--- src/rtl/serial_rx_ctrl_pkg.sv ---
// Shared definitions for the oversampling serial receiver: FSM state
// encoding, baud constants and the per-mode tick divider table.
package serial_rx_ctrl_pkg;

  typedef enum logic [2:0] {
    ST_IDLE    = 3'd0,
    ST_START   = 3'd1,
    ST_DATA    = 3'd2,
    ST_STOP    = 3'd3,
    ST_WAIT_HI = 3'd4
  } rx_state_e;

  localparam int unsigned CLK_HZ     = 50_000_000;

  localparam int unsigned BAUD_38400 = 38400;
  localparam int unsigned BAUD_19200 = 19200;
  localparam int unsigned BAUD_9600  = 9600;
  localparam int unsigned BAUD_4800  = 4800;

  // Clocks per oversampling tick at 16x, indexed by mode.
  localparam int unsigned DIV_OVS16 [4] = '{81, 163, 326, 651};

  // Wide enough for the slowest divider at the smallest legal OVS (1302).
  localparam int DIV_W = 11;

  function automatic int unsigned baud_for(input logic [1:0] mode);
    case (mode)
      2'd0:    return BAUD_38400;
      2'd1:    return BAUD_19200;
      2'd2:    return BAUD_9600;
      default: return BAUD_4800;
    endcase
  endfunction

  // Clocks per tick for a mode; other OVS values round to the nearest clock.
  function automatic int unsigned div_for(input logic [1:0] mode, input int unsigned ovs);
    int unsigned baud;
    baud = baud_for(mode);
    if (ovs == 16) return DIV_OVS16[mode];
    return (CLK_HZ + (baud * ovs) / 2) / (baud * ovs);
  endfunction

endpackage

--- src/rtl/serial_tick_gen.sv ---
// Oversampling tick divider. The baud mode is captured when a frame starts,
// and the divider phase restarts at that moment so ticks line up with the
// start edge.
module serial_tick_gen
  import serial_rx_ctrl_pkg::*;
#(
  parameter int unsigned OVS = 16
)
(
  input  logic       clk,
  input  logic       rst_n,
  input  logic [1:0] mode,
  input  logic       restart,
  output logic       tick
);

  localparam logic [DIV_W-1:0] TOP_M0 = DIV_W'(div_for(2'd0, OVS) - 1);
  localparam logic [DIV_W-1:0] TOP_M1 = DIV_W'(div_for(2'd1, OVS) - 1);
  localparam logic [DIV_W-1:0] TOP_M2 = DIV_W'(div_for(2'd2, OVS) - 1);
  localparam logic [DIV_W-1:0] TOP_M3 = DIV_W'(div_for(2'd3, OVS) - 1);

  logic [1:0]       mode_q;
  logic [DIV_W-1:0] div_cnt;
  logic [DIV_W-1:0] div_top;

  // Terminal count for the mode latched at frame start.
  always_comb begin
    div_top = TOP_M0;
    case (mode_q)
      2'd0:    div_top = TOP_M0;
      2'd1:    div_top = TOP_M1;
      2'd2:    div_top = TOP_M2;
      default: div_top = TOP_M3;
    endcase
  end

  // >= keeps the counter bounded even if it were ever above the terminal count.
  assign tick = (div_cnt >= div_top);

  // Mode latch and divider counter; restart wins over the free-running count.
  always_ff @(posedge clk or negedge rst_n) begin
    if (!rst_n) begin
      mode_q  <= 2'd0;
      div_cnt <= '0;
    end else if (restart) begin
      mode_q  <= mode;
      div_cnt <= '0;
    end else if (tick) begin
      div_cnt <= '0;
    end else begin
      div_cnt <= div_cnt + 1'b1;
    end
  end

endmodule

--- src/rtl/serial_rx_ctrl.sv ---
// 8N1 oversampling UART receiver: input synchronizer, start/data/stop FSM,
// and a one-deep holding register with valid/ready handoff, framing-error
// and overrun pulses.
module serial_rx_ctrl
  import serial_rx_ctrl_pkg::*;
#(
  parameter int unsigned OVS    = 16,
  parameter int unsigned DATA_W = 8
)
(
  input  logic              clk,
  input  logic              rst_n,
  input  logic              rx_en,
  input  logic [1:0]        mode,
  input  logic              rxd,
  output logic [DATA_W-1:0] rx_data,
  output logic              rx_valid,
  input  logic              rx_ready,
  output logic              busy,
  output logic              frame_err,
  output logic              overrun
);

  localparam int TW = $clog2(OVS);
  localparam int BW = $clog2(DATA_W + 1);

  localparam logic [TW-1:0] HALF_LAST = TW'(OVS / 2 - 1);
  localparam logic [TW-1:0] FULL_LAST = TW'(OVS - 1);
  localparam logic [BW-1:0] LAST_BIT  = BW'(DATA_W - 1);
  localparam logic [BW-1:0] BIT_MAX   = BW'(DATA_W);

  // Saturating increments: counters stop at their last legal value.
  function automatic logic [TW-1:0] tick_inc(input logic [TW-1:0] v);
    return (v >= FULL_LAST) ? FULL_LAST : v + 1'b1;
  endfunction

  function automatic logic [BW-1:0] bit_inc(input logic [BW-1:0] v);
    return (v >= BIT_MAX) ? BIT_MAX : v + 1'b1;
  endfunction

  logic              rxd_p0, rxd_p1, rxd_s;
  logic              fill_p0, fill_p1, armed;
  rx_state_e         state, state_nxt;
  logic [TW-1:0]     tick_cnt, tick_nxt;
  logic [BW-1:0]     bit_cnt, bit_nxt;
  logic [DATA_W-1:0] shreg, sh_nxt;
  logic              restart, deliver, ferr;
  logic              tick;

  serial_tick_gen #(.OVS(OVS)) u_tick (
    .clk     (clk),
    .rst_n   (rst_n),
    .mode    (mode),
    .restart (restart),
    .tick    (tick)
  );

  assign rxd_s = rxd_p1;
  assign busy  = (state != ST_IDLE);

  // Synchronizer, plus an arm flag: after reset the line must be seen high
  // once through a filled synchronizer before a start bit is accepted.
  always_ff @(posedge clk or negedge rst_n) begin
    if (!rst_n) begin
      rxd_p0  <= 1'b1;
      rxd_p1  <= 1'b1;
      fill_p0 <= 1'b0;
      fill_p1 <= 1'b0;
      armed   <= 1'b0;
    end else begin
      rxd_p0  <= rxd;
      rxd_p1  <= rxd_p0;
      fill_p0 <= 1'b1;
      fill_p1 <= fill_p0;
      if (fill_p1 && rxd_p1) armed <= 1'b1;
    end
  end

  // FSM next-state, counter and shift-register updates.
  always_comb begin
    state_nxt = state;
    tick_nxt  = tick_cnt;
    bit_nxt   = bit_cnt;
    sh_nxt    = shreg;
    restart   = 1'b0;
    deliver   = 1'b0;
    ferr      = 1'b0;
    if (!rx_en) begin
      state_nxt = ST_IDLE;
      tick_nxt  = '0;
      bit_nxt   = '0;
      sh_nxt    = '0;
    end else begin
      case (state)
        ST_IDLE: begin
          if (armed && !rxd_s) begin
            state_nxt = ST_START;
            restart   = 1'b1;
            tick_nxt  = '0;
            bit_nxt   = '0;
          end
        end
        ST_START: begin
          if (tick) begin
            if (tick_cnt == HALF_LAST) begin
              tick_nxt  = '0;
              state_nxt = rxd_s ? ST_IDLE : ST_DATA;
            end else begin
              tick_nxt = tick_inc(tick_cnt);
            end
          end
        end
        ST_DATA: begin
          if (tick) begin
            if (tick_cnt == FULL_LAST) begin
              tick_nxt = '0;
              sh_nxt   = {rxd_s, shreg[DATA_W-1:1]};
              bit_nxt  = bit_inc(bit_cnt);
              if (bit_cnt == LAST_BIT) state_nxt = ST_STOP;
            end else begin
              tick_nxt = tick_inc(tick_cnt);
            end
          end
        end
        ST_STOP: begin
          if (tick) begin
            if (tick_cnt == FULL_LAST) begin
              tick_nxt = '0;
              bit_nxt  = '0;
              if (rxd_s) begin
                deliver   = 1'b1;
                state_nxt = ST_IDLE;
              end else begin
                ferr      = 1'b1;
                sh_nxt    = '0;
                state_nxt = ST_WAIT_HI;
              end
            end else begin
              tick_nxt = tick_inc(tick_cnt);
            end
          end
        end
        ST_WAIT_HI: begin
          if (rxd_s) state_nxt = ST_IDLE;
        end
        default: begin
          state_nxt = ST_IDLE;
          tick_nxt  = '0;
          bit_nxt   = '0;
        end
      endcase
    end
  end

  // FSM state, counters and shift register.
  always_ff @(posedge clk or negedge rst_n) begin
    if (!rst_n) begin
      state    <= ST_IDLE;
      tick_cnt <= '0;
      bit_cnt  <= '0;
      shreg    <= '0;
    end else begin
      state    <= state_nxt;
      tick_cnt <= tick_nxt;
      bit_cnt  <= bit_nxt;
      shreg    <= sh_nxt;
    end
  end

  // Holding register: a new byte loads when the slot is free or being
  // consumed this cycle; otherwise it is dropped and overrun pulses.
  always_ff @(posedge clk or negedge rst_n) begin
    if (!rst_n) begin
      rx_data   <= '0;
      rx_valid  <= 1'b0;
      overrun   <= 1'b0;
      frame_err <= 1'b0;
    end else begin
      overrun   <= 1'b0;
      frame_err <= ferr;
      if (deliver && (!rx_valid || rx_ready)) begin
        rx_data  <= shreg;
        rx_valid <= 1'b1;
      end else if (deliver) begin
        overrun <= 1'b1;
      end else if (rx_valid && rx_ready) begin
        rx_valid <= 1'b0;
      end
    end
  end

endmodule

--- config.mk ---
export PLATFORM = sky130hd
export DESIGN_NAME = serial_rx_ctrl
export DESIGN_NICKNAME = d
export VERILOG_FILES = /design/src/rtl/serial_rx_ctrl_pkg.sv /design/src/rtl/serial_tick_gen.sv /design/src/rtl/serial_rx_ctrl.sv
export SDC_FILE = /design/constraint.sdc
export NUM_CORES = 1
export LEC_CHECK = 0
export BUFFER_PORTS_ARGS = -buffer_cell sky130_fd_sc_hd__buf_2
export CAP_MARGIN = 10
export CORE_MARGIN = 2
export CORE_UTILIZATION = 58
export CTS_BUF_LIST = sky130_fd_sc_hd__clkbuf_2 sky130_fd_sc_hd__clkbuf_4 sky130_fd_sc_hd__clkbuf_8
export DETAILED_ROUTE_END_ITERATION = 10
export GPL_TIMING_DRIVEN = 1
export MAX_ROUTING_LAYER = met4
export PLACE_DENSITY = 0.88
export SKIP_CTS_REPAIR_TIMING = 1
export SYNTH_ARGS = -nofsm -noshare
export SYNTH_HDL_FRONTEND = slang
export SYNTH_SLANG_ARGS = --single-unit
--- constraint.sdc ---
create_clock -name clk -period 2.6 [get_ports clk]
set_input_delay 0.52 -clock clk [delete_from_list [all_inputs] [get_ports clk]]
set_output_delay 0.52 -clock clk [all_outputs]
set_load 0.01 [all_outputs]
==> results of run 1 <==
## synth_stat cells (2+ instances only)
| master | number |
|---|---|
| a21o_1 | 3 |
| dfrtp_1 | 46 |
| nand2b_1 | 3 |
| ha_1 | 14 |
| nor2b_1 | 5 |
| o211ai_1 | 2 |
| nor2_1 | 20 |
| inv_1 | 8 |
| buf_2 | 4 |
| mux2i_1 | 3 |
| o22ai_1 | 2 |
| dfstp_2 | 2 |
| o21ai_0 | 6 |
| clkbuf_1 | 2 |
| xnor2_1 | 4 |
| nand2_1 | 16 |
| a211oi_1 | 2 |
| a21oi_1 | 4 |
| nand4b_1 | 2 |
| and3_1 | 5 |
| mux2_2 | 10 |
| nand2_2 | 2 |
| a32o_1 | 9 |
| xor2_1 | 4 |
| nand3_1 | 16 |
## through the flow
stage / hold WS, ps / instances / power, W / utilization [%] / setup WS (ps)
finish: 297 / 296 / 0.00220 / 67.5 / 131
global route: 290 / 296 / 0.00235 / 67.5 / 14.5
CTS: 297 / 296 / 0.00222 / 67.3 / 99.4
detailed placement: 345 / 288 / 0.00165 / 64.3 / 123
global placement: 333 / 288 / 0.00162 / 64.3 / 212
floorplan: 224 / 224 / 0.00148 / - / 347
## cells by family (layout without fill, tap and decap cells)
group | Yosys count | in the layout | share of synthesized area (%)
other | 1 | 1 | 0.152
buffers and inverters | 14 | 36 | 2.33
multiplexers | 14 | 14 | 6.38
AO/OA/AOI/OAI | 41 | 41 | 14.2
XOR/XNOR | 8 | 8 | 2.84
adder cells (fa/ha/maj) | 14 | 14 | 7.09
AND/OR/NAND/NOR | 84 | 84 | 18.2
flip-flops | 48 | 48 | 48.7
## final cells by class
cell class	instances	area [um^2]	share of cell area [%]
multi-input cells	162	1220	44.4
repair buffers	20	105	3.84
inverters	8	30.0	1.10
well taps	50	62.6	2.28
flip-flops and latches	48	1200	43.9
clock buffers	6	82.6	3.02
clock inverters	2	38.8	1.42
## worst min path at each step
stage,start,slack (ps),endpoint,cells after the start
final,rst_n,300,u_tick.mode_q[0]$_DFFE_PN0P_,2
after global routing,rxd,290,rxd_p0$_DFF_PN1_,1
after CTS,rxd,300,rxd_p0$_DFF_PN1_,1
after detailed placement,fill_p0$_DFF_PN0_,350,fill_p1$_DFF_PN0_,0
after global placement,fill_p0$_DFF_PN0_,330,fill_p1$_DFF_PN0_,0
after floorplan,rst_n,220,armed$_DFFE_PN0P_,0
## metal layers
metal,vias up,track usage (%)
li1,846,-
met1,871,27.8
met2,32,32.1
met3,9,3.05
met4,0,9.80
met5,-,-
## registers in the layout (all words and copies together), names as in the netlist, 2 cells and up
name            count
u_tick.mode_q       2
tick_cnt            4
state               3
u_tick.div_cnt     11
shreg               8
bit_cnt             4
rx_data             8
## power by group through the flow
stage	clock (W)	sequential, W	combinational [W]
2_1_floorplan	0	0.000905	0.000577
3_3_place_gp	0	0.000948	0.000668
3_5_place_dp	0	0.000954	0.000697
4_1_cts	0.000573	0.000939	0.000706
5_1_grt	0.000603	0.000959	0.000789
6_report	0.000560	0.000941	0.000702
==> metrics.yaml, run 1 <==
synth:
  syn_inst: 224
  synth_warnings: 0
  synth_seq_cells: 48
  post_synth_num_cell_types: 55
  synth-edff-count: 0
  synth.net_count: 245
  synthFlopType: "dfrtp_1"
  synthArstFlopShare_pct: 100
  synth_area_leader_cell: "dfrtp_1"
  netlist_area_um2: 2470
  seq_area_frac_synth_pct: 48.7
  synth_area_leaders: "dfrtp_1 47%, ha_1 7.1%, mux2_2 4.6%, a32o_1 3.6%, nand3_1 3.2%"
  syn_avg_cell_area_um2: 11.0
  synth_top_area_share_pct: 46.6
placement:
  port_buffers: 18
  place.gp.congestion: 0.906
  dp_hpwl_um: 3150
  placed_area_um2: 2610
global_routing:
  antenna_found_initial: 0
  grt_max_degree: 49
  grt_pass1_vias: 1809
  grt_use_total_pct: 21.0
  grt.overflow.total: 0
  grt_pass1_wl_um: 8040
setup_path:
  setup.worst_path.end_class: "flip-flop"
  rr_worst_depth: 7
  crit_chain: "or2_2 -> ha_1 -> nand4_1 -> o311a_4 -> o22ai_4 -> nand4b_2 -> a32o_1"
  reg2reg_from: "u_tick.mode_q[0]$_DFFE_PN0P_"
  startpoint_type: "flip-flop"
  crit_fanout: 8
  worstPathRequired_ps: 2800
  reg2reg_slack_ps: 130
  r2r_end: "shreg[1]$_DFFE_PN0P_"
  critPathTopFamily: "compound AO/OA/AOI/OAI gates"
  path_buf_inv: 0
  crit_cells: 7
  critPathMaxStageDelay_ps: 430
  arrival_ps: 2670
  cp-endpoint: "shreg[1]$_DFFE_PN0P_"
  path_class: "flip-flop to flip-flop"
  cp_slowest_cell: "dfrtp_1"
  setup.worst_path.start: "u_tick.mode_q[0]$_DFFE_PN0P_"
detailed_routing:
  wl_per_cell_um: 14.9
  highest_layer: "met4"
  drcViolationCount: 0
  vias_per_cell: 5.94
  via_count: 1758
  drt-met1-wl_um: 2000
  ant_nets: 0
  dr.pass1.iters: 4
  drt_wl_total_um: 4410
  drt_first_iter_violations: 129
  met2WireLength_um: 2180
  wl_met3_um: 132
run_status:
  status: "finished, final reports clean"
timing:
  fin_setup_tns_ps: 0
  fin_skew_ps: 8.45
  hold_viol: 0
  rsz0062_at_grt: "false"
  fmax_mhz: 405
  worst_pin_slew_ps: 586
  fin_crit_sh_pct: 95.0
  maxSlewViolCount: 0
  finalCriticalPeriod_ps: 2470
  setup_viol: 0
  max_slew_margin_pct: 60.9
layout:
  finalInstanceArea_um2: 2740
  fin_nets: 266
  mostFrequentLayoutCells: "46 x dfrtp_1, 20 x nor2_1, 18 x buf_2"
  area_delta_synth_final_pct: 10.9
  final_layout_size_suffix_gt1_share_pct: 24.0
  num-fill-cells: 298
  final_common_cell: "dfrtp_1"
  diodes: 0
power_and_ir_drop:
  power_frac_clock_pct: 25.4
  switching_share_pct: 34.2
  netSwitchingPower_w: 0.000753
  seqPwrFrac_pct: 42.7
  p_comb_share_pct: 31.9
  p_int_w: 0.00145
  p_leak_nw: 1.35
  p_per_area_nw_per_um2: 804
  vdd_drop_max_v: 0.000300
run:
  cap_viol_max_count: 0
clock_tree:
  h-tree-depth: 2
  clock_path_buffers: 2
  cts_buffers: 5
  cts_tree: "built"
  clkSinkCount: 48
  clock_latency_ps: 310
  cts.clk_slew.worst_paths_ps: 90
  cts-root-buf: "clkbuf_8"
floorplanning:
  die_w_um: 69.3
  initial_core_util_pct: 60.9
  dieArea_um2: 4800
  die_y_um: 69.3
  fp-row-count: 23
  core_um2: 4060
  pin_count: 19
hold_path:
  hold_path.class: "primary input to asynchronous set/reset pin"
Power figures use the tool's default switching activity.
==> run 2, diff against run 1 <==
- BUFFER_PORTS_ARGS: -buffer_cell sky130_fd_sc_hd__buf_2 -> -buffer_cell sky130_fd_sc_hd__buf_4
- CORE_MARGIN: 2 -> 5
- clock period: 2.6 -> 2.4 ns (I/O delays scaled with it)
==> run 2 against run 1 <==
  * Clock skew is 3.9 ps higher
  * Combinational power is 16% higher
  * Die area is 18% higher
  * Critical path type unchanged
  * Largest power group unchanged
==> metrics.yaml, run 2 (same netlist as run 1, synthesis figures left out) <==
setup_path:
  critPathMaxStageDelay_ps: 450  # +20 ps
  worstPathRequired_ps: 2650  # -150 ps
  crit_fanout: 6  # -2
  cp_slowest_cell: "dfrtp_2"
  crit_chain: "or2_4 -> ha_4 -> nand4_1 -> o311a_4 -> o22ai_4 -> nor3b_1 -> and3_1"
  startpoint_type: "flip-flop"
  setup.worst_path.end_class: "flip-flop"
  arrival_ps: 2540  # -130 ps
  path_class: "flip-flop to flip-flop"
  rr_worst_depth: 7  # unchanged
detailed_routing:
  highest_layer: "met4"
  wl_per_cell_um: 15.4  # +3.1%
  via_count: 1750  # -0.46%
  drt-met1-wl_um: 1890  # -5.5%
  met2WireLength_um: 2360  # +8.4%
  wl_met3_um: 264  # +100%
  dr.pass1.iters: 4  # unchanged
  drt_wl_total_um: 4560  # +3.4%
  ant_nets: 0  # unchanged
  drt_first_iter_violations: 114  # -12%
  vias_per_cell: 5.89  # -0.79%
  drcViolationCount: 0  # unchanged
hold_path:
  hold_path.class: "primary input to asynchronous set/reset pin"
timing:
  fin_setup_tns_ps: 0  # unchanged
  fin_crit_sh_pct: 95.6  # +0.68 points
  worst_pin_slew_ps: 575  # -11.5 ps
  maxSlewViolCount: 0  # unchanged
  max_slew_margin_pct: 61.7  # +0.76 points
  setup_viol: 0  # unchanged
  rsz0062_at_grt: "false"
  fmax_mhz: 436  # +7.6%
  finalCriticalPeriod_ps: 2300  # -174 ps
  hold_viol: 0  # unchanged
  fin_skew_ps: 12.4  # +3.94 ps
run_status:
  status: "finished, final reports clean"
layout:
  area_delta_synth_final_pct: 15.0
  final_layout_size_suffix_gt1_share_pct: 25.9  # +1.9 points
  num-fill-cells: 284  # -4.7%
  largest_reg_flops: 11  # unchanged
  final_common_cell: "dfrtp_1"
  fin_nets: 267  # +0.38%
  reg_top3: "u_tick.div_cnt: 11 flops, rx_data: 8 flops, shreg: 8 flops"
  max_flop_register: "u_tick.div_cnt"
  diodes: 0  # unchanged
  postLayoutCoreUtil_pct: 70.0  # +2.5 points
  mostFrequentLayoutCells: "45 x dfrtp_1, 21 x buf_4, 20 x nor2_1"
power_and_ir_drop:
  p_leak_nw: 1.37  # +1.1%
  vdd_drop_max_v: 0.000441  # +47%
  p_per_area_nw_per_um2: 893  # +11%
clock_tree:
  h-tree-depth: 2  # unchanged
  clock_latency_ps: 300  # about the same
  cts.clk_slew.worst_paths_ps: 90  # about the same
  cts_buffers: 5  # unchanged
  cts-root-buf: "clkbuf_8"
  cts_tree: "built"
  clock_path_buffers: 2  # unchanged
  clkSinkCount: 48  # unchanged
floorplanning:
  core_um2: 4060  # unchanged
  dieArea_um2: 5660  # +18%
  pin_count: 19  # unchanged
  die_w_um: 75.3  # +8.7%
  die_y_um: 75.3  # +8.7%
  initial_core_util_pct: 60.9  # unchanged
  fp-row-count: 23  # unchanged
placement:
  place.gp.congestion: 0.900  # -0.62%
  dp_hpwl_um: 3290  # +4.7%
  port_buffers: 18  # unchanged
global_routing:
  grt_pass1_wl_um: 7710  # -4.0%
  grt_pass1_vias: 1702  # -5.9%
  grt.overflow.total: 0  # unchanged
  grt_max_degree: 49  # unchanged
  grt_use_total_pct: 18.6  # -2.4 points
  antenna_found_initial: 0  # unchanged
run:
  cap_viol_max_count: 0  # unchanged
run 2: final timing paths:
path / slack (ps) / end / start
min in group clk: 280 / rxd_p0$_DFF_PN1_ / rxd
max in group asynchronous: 1830 / u_tick.mode_q[0]$_DFFE_PN0P_ / rst_n
hold reg to reg: 350 / fill_p1$_DFF_PN0_ / fill_p0$_DFF_PN0_
hold / removal: 160 / u_tick.mode_q[1]$_DFFE_PN0P_ / rst_n
setup reg to reg: 100 / overrun$_DFF_PN0_ / u_tick.mode_q[0]$_DFFE_PN0P_
setup / recovery: 100 / overrun$_DFF_PN0_ / u_tick.mode_q[0]$_DFFE_PN0P_
run 2: cell type report:
| type | count | area [um^2] | share of cell area, % |
|---|---|---|---|
| well taps | 50 | 62.6 | 2.20 |
| clock inverters | 3 | 68.8 | 2.42 |
| multi-input cells | 162 | 1250 | 43.9 |
| inverters | 8 | 30.0 | 1.06 |
| repair buffers | 21 | 158 | 5.55 |
| clock buffers | 5 | 68.8 | 2.42 |
| flip-flops and latches | 48 | 1200 | 42.4 |
run 2: critical path, delay by kind of cell, from the launching register on:
kind / cells / cell delay, ps
AO/OA/AOI/OAI: 2 / 640
AND/OR/NAND/NOR: 4 / 880
flip-flops: 1 / 450
adder cells (fa/ha/maj): 1 / 270
run 2: metrics by stage:
step / cell area [um^2] / instances / total power (W) / setup slack (ps) / hold WS [ps]
finish: 2840 / 297 / 0.00254 / 105 / 163
global route: 2840 / 297 / 0.00270 / 4.13 / 227
CTS: 2800 / 297 / 0.00252 / -66.0 / 192
detailed placement: 2660 / 289 / 0.00182 / -47.0 / 346
global placement: 2660 / 289 / 0.00177 / 13.4 / 334
floorplan: 2470 / 224 / 0.00161 / 147 / 184
run 2: metal layers:
| metal | up-vias | global-route usage [%] |
|---|---|---|
| met5 | - | - |
| met2 | 51 | 30.9 |
| met3 | 5 | 3.60 |
| li1 | 848 | - |
| met4 | 0 | 6.80 |
| met1 | 846 | 22.5 |
run 2: power by group:
part / switching [W] / internal [W] / total (W) / leakage, nW
clock network: 0.000270 / 0.000419 / 0.000689 / 0.0687
logic: 0.000442 / 0.000373 / 0.000815 / 0.661
registers: 0.000132 / 0.000899 / 0.00103 / 0.640
total: 0.000844 / 0.00169 / 0.00254 / 1.37
==> run 3, diff against run 2 <==
- CORE_UTILIZATION: 58 -> 41
- PLACE_DENSITY: 0.88 -> 0.69
==> run 3 against run 2 <==
  * Non-clock buffer count is 2 higher
  * Clock skew hardly changed
  * Power is 2.2% higher
  * Sequential power hardly changed
  * Global-route usage is 4.9 points lower
  * Via count stayed put
  * First-iteration DRC count is 51% lower
  * Cell area is 1.7% higher
  * Worst setup slack worse by 18 ps
  * Critical path type unchanged
  * Critical endpoint is now rx_data[5]$_DFFE_PN0P_
==> metrics.yaml, run 3 (same netlist as run 1, synthesis figures left out) <==
floorplanning:
  core_um2: 5890  # +45%
  fp-row-count: 28  # +22%
  die_w_um: 87.6  # +16%
  initial_core_util_pct: 42.0  # -19 points
  pin_count: 19  # unchanged
  die_y_um: 87.6  # +16%
  dieArea_um2: 7680  # +36%
clock_tree:
  h-tree-depth: 2  # unchanged
  cts-root-buf: "clkbuf_8"
  clock_path_buffers: 2  # unchanged
  clock_latency_ps: 310  # about the same
  cts_tree: "built"
  cts.clk_slew.worst_paths_ps: 90  # about the same
  clkSinkCount: 48  # unchanged
  cts_buffers: 5  # unchanged
run_status:
  status: "finished, final reports clean"
placement:
  port_buffers: 18  # unchanged
  post-place-ws_ps: -80.7  # -33.6 ps
  dp_hpwl_um: 3380  # +2.6%
  place.gp.congestion: 0.831  # -7.7%
detailed_routing:
  drt_wl_total_um: 4700  # +3.1%
  drt_first_iter_violations: 56  # -51%
  drcViolationCount: 0  # unchanged
  vias_per_cell: 5.40  # -8.3%
  dr.pass1.iters: 4  # unchanged
  wl_per_cell_um: 14.5  # -5.5%
  via_count: 1750  # unchanged
  ant_nets: 0  # unchanged
global_routing:
  grt_pass1_vias: 1706  # +0.24%
  grt_use_total_pct: 13.8  # -4.9 points
  grt_max_degree: 49  # unchanged
  grt.overflow.total: 0  # unchanged
  antenna_found_initial: 0  # unchanged
  grt_pass1_wl_um: 7980  # +3.4%
layout:
  fin_nets: 269  # +0.75%
  mostFrequentLayoutCells: "45 x dfrtp_1, 23 x buf_4, 20 x nor2_1"
  diodes: 0  # unchanged
  num-fill-cells: 541  # +90%
  area_delta_synth_final_pct: 17.0
  largest_reg_flops: 11  # unchanged
  final_layout_size_suffix_gt1_share_pct: 26.9  # +1.0 points
  reg_top3: "u_tick.div_cnt: 11 flops, rx_data: 8 flops, shreg: 8 flops"
  final_common_cell: "dfrtp_1"
  max_flop_register: "u_tick.div_cnt"
setup_path:
  startpoint_type: "flip-flop"
  crit_cells: 10  # +3
  reg2reg_slack_ps: 90  # -20 ps
  cp_slowest_cell: "dfrtp_1"
  worstPathRequired_ps: 2600  # -50 ps
  crit_fanout: 8  # +2
  r2r_end: "rx_data[5]$_DFFE_PN0P_"
  arrival_ps: 2510  # -30 ps
  setup.worst_path.start: "u_tick.mode_q[1]$_DFFE_PN0P_"
  path_buf_inv: 2  # +2
  critPathMaxStageDelay_ps: 410  # -40 ps
  path_class: "flip-flop to flip-flop"
  setup.worst_path.end_class: "flip-flop"
  rr_worst_depth: 10  # +3
  critPathTopFamily: "compound AO/OA/AOI/OAI gates"
  crit_chain: "buf_4 -> nand2_2 -> inv_1 -> ha_1 -> nand2b_1 -> a211oi_1 -> o311a_4 -> o22ai_4 -> nand2_4 -> mux2_2"
  reg2reg_from: "u_tick.mode_q[1]$_DFFE_PN0P_"
  cp-endpoint: "rx_data[5]$_DFFE_PN0P_"
timing:
  hold_viol: 0  # unchanged
  maxSlewViolCount: 0  # unchanged
  setup_viol: 0  # unchanged
  max_slew_margin_pct: 60.8  # -0.85 points
  worst_pin_slew_ps: 588  # +12.8 ps
  fin_crit_sh_pct: 96.4  # +0.73 points
  finalWorstSetupSlack_ps: 87.1  # -17.5 ps
  finalCriticalPeriod_ps: 2310  # +17.5 ps
  fin_skew_ps: 12.1  # -0.325 ps
  fmax_mhz: 432  # -0.76%
hold_path:
  hold_path.class: "primary input to asynchronous set/reset pin"
power_and_ir_drop:
  vdd_drop_max_v: 0.000483  # +9.6%
  total_power_w: 0.00259  # +2.2%
  p_leak_nw: 1.42  # +4.0%
  p_per_area_nw_per_um2: 897  # +0.44%
run:
  cap_viol_max_count: 0  # unchanged
## run 3: cell types whose count changed in the layout (fill, tap and decap cells not counted)
| cell | previous run | this run |
|---|---|---|
| buf_4 | 21 | 23 |
| nand2_1 | 15 | 14 |
| nand2_2 | 2 | 3 |
## run 3: worst min path at each step
stage	startpoint	end	slack, ps	cells past startpoint
after floorplan	rst_n	armed$_DFFE_PN0P_	180	0
after global placement	fill_p0$_DFF_PN0_	fill_p1$_DFF_PN0_	340	0
after detailed placement	fill_p0$_DFF_PN0_	fill_p1$_DFF_PN0_	340	0
after CTS	rst_n	u_tick.div_cnt[5]$_DFF_PN0_	190	1
after global routing	rst_n	u_tick.div_cnt[5]$_DFF_PN0_	210	1
final	rst_n	u_tick.div_cnt[6]$_DFF_PN0_	160	1
## run 3: per-layer routing
metal / share of wire [%] / global-route usage, %
met1: 50 / 18.5
met5: 0 / -
met3: 3.0 / 3.95
met2: 46 / 20.0
met4: 1.2 / 4.60
## run 3: area by class of cell
class | count | area [um^2] | area share [%]
repair buffers | 23 | 173 | 5.98
clock inverters | 3 | 68.8 | 2.38
clock buffers | 5 | 68.8 | 2.38
flip-flops and latches | 48 | 1200 | 41.7
well taps | 75 | 93.8 | 3.25
multi-input cells | 162 | 1250 | 43.3
inverters | 8 | 30.0 | 1.04
## run 3: report_power, final
part | total (W) | leakage, nW | switching [W] | internal [W]
registers | 0.00103 | 0.640 | 0.000127 | 0.000900
logic | 0.000858 | 0.715 | 0.000451 | 0.000407
clock network | 0.000706 | 0.0687 | 0.000286 | 0.000419
## run 3: per-stage QoR
stage / hold WS [ps] / cell area (um^2) / TNS [ps] / cells / utilization (%)
floorplan: 184 / 2470 / 0 / 224 / -
global placement: 335 / 2690 / 0 / 313 / 45.6
detailed placement: 340 / 2690 / -677 / 313 / 45.6
CTS: 189 / 2820 / -936 / 321 / 48.0
global route: 211 / 2890 / -6.18 / 324 / 49.1
finish: 159 / 2890 / 0 / 324 / 49.1
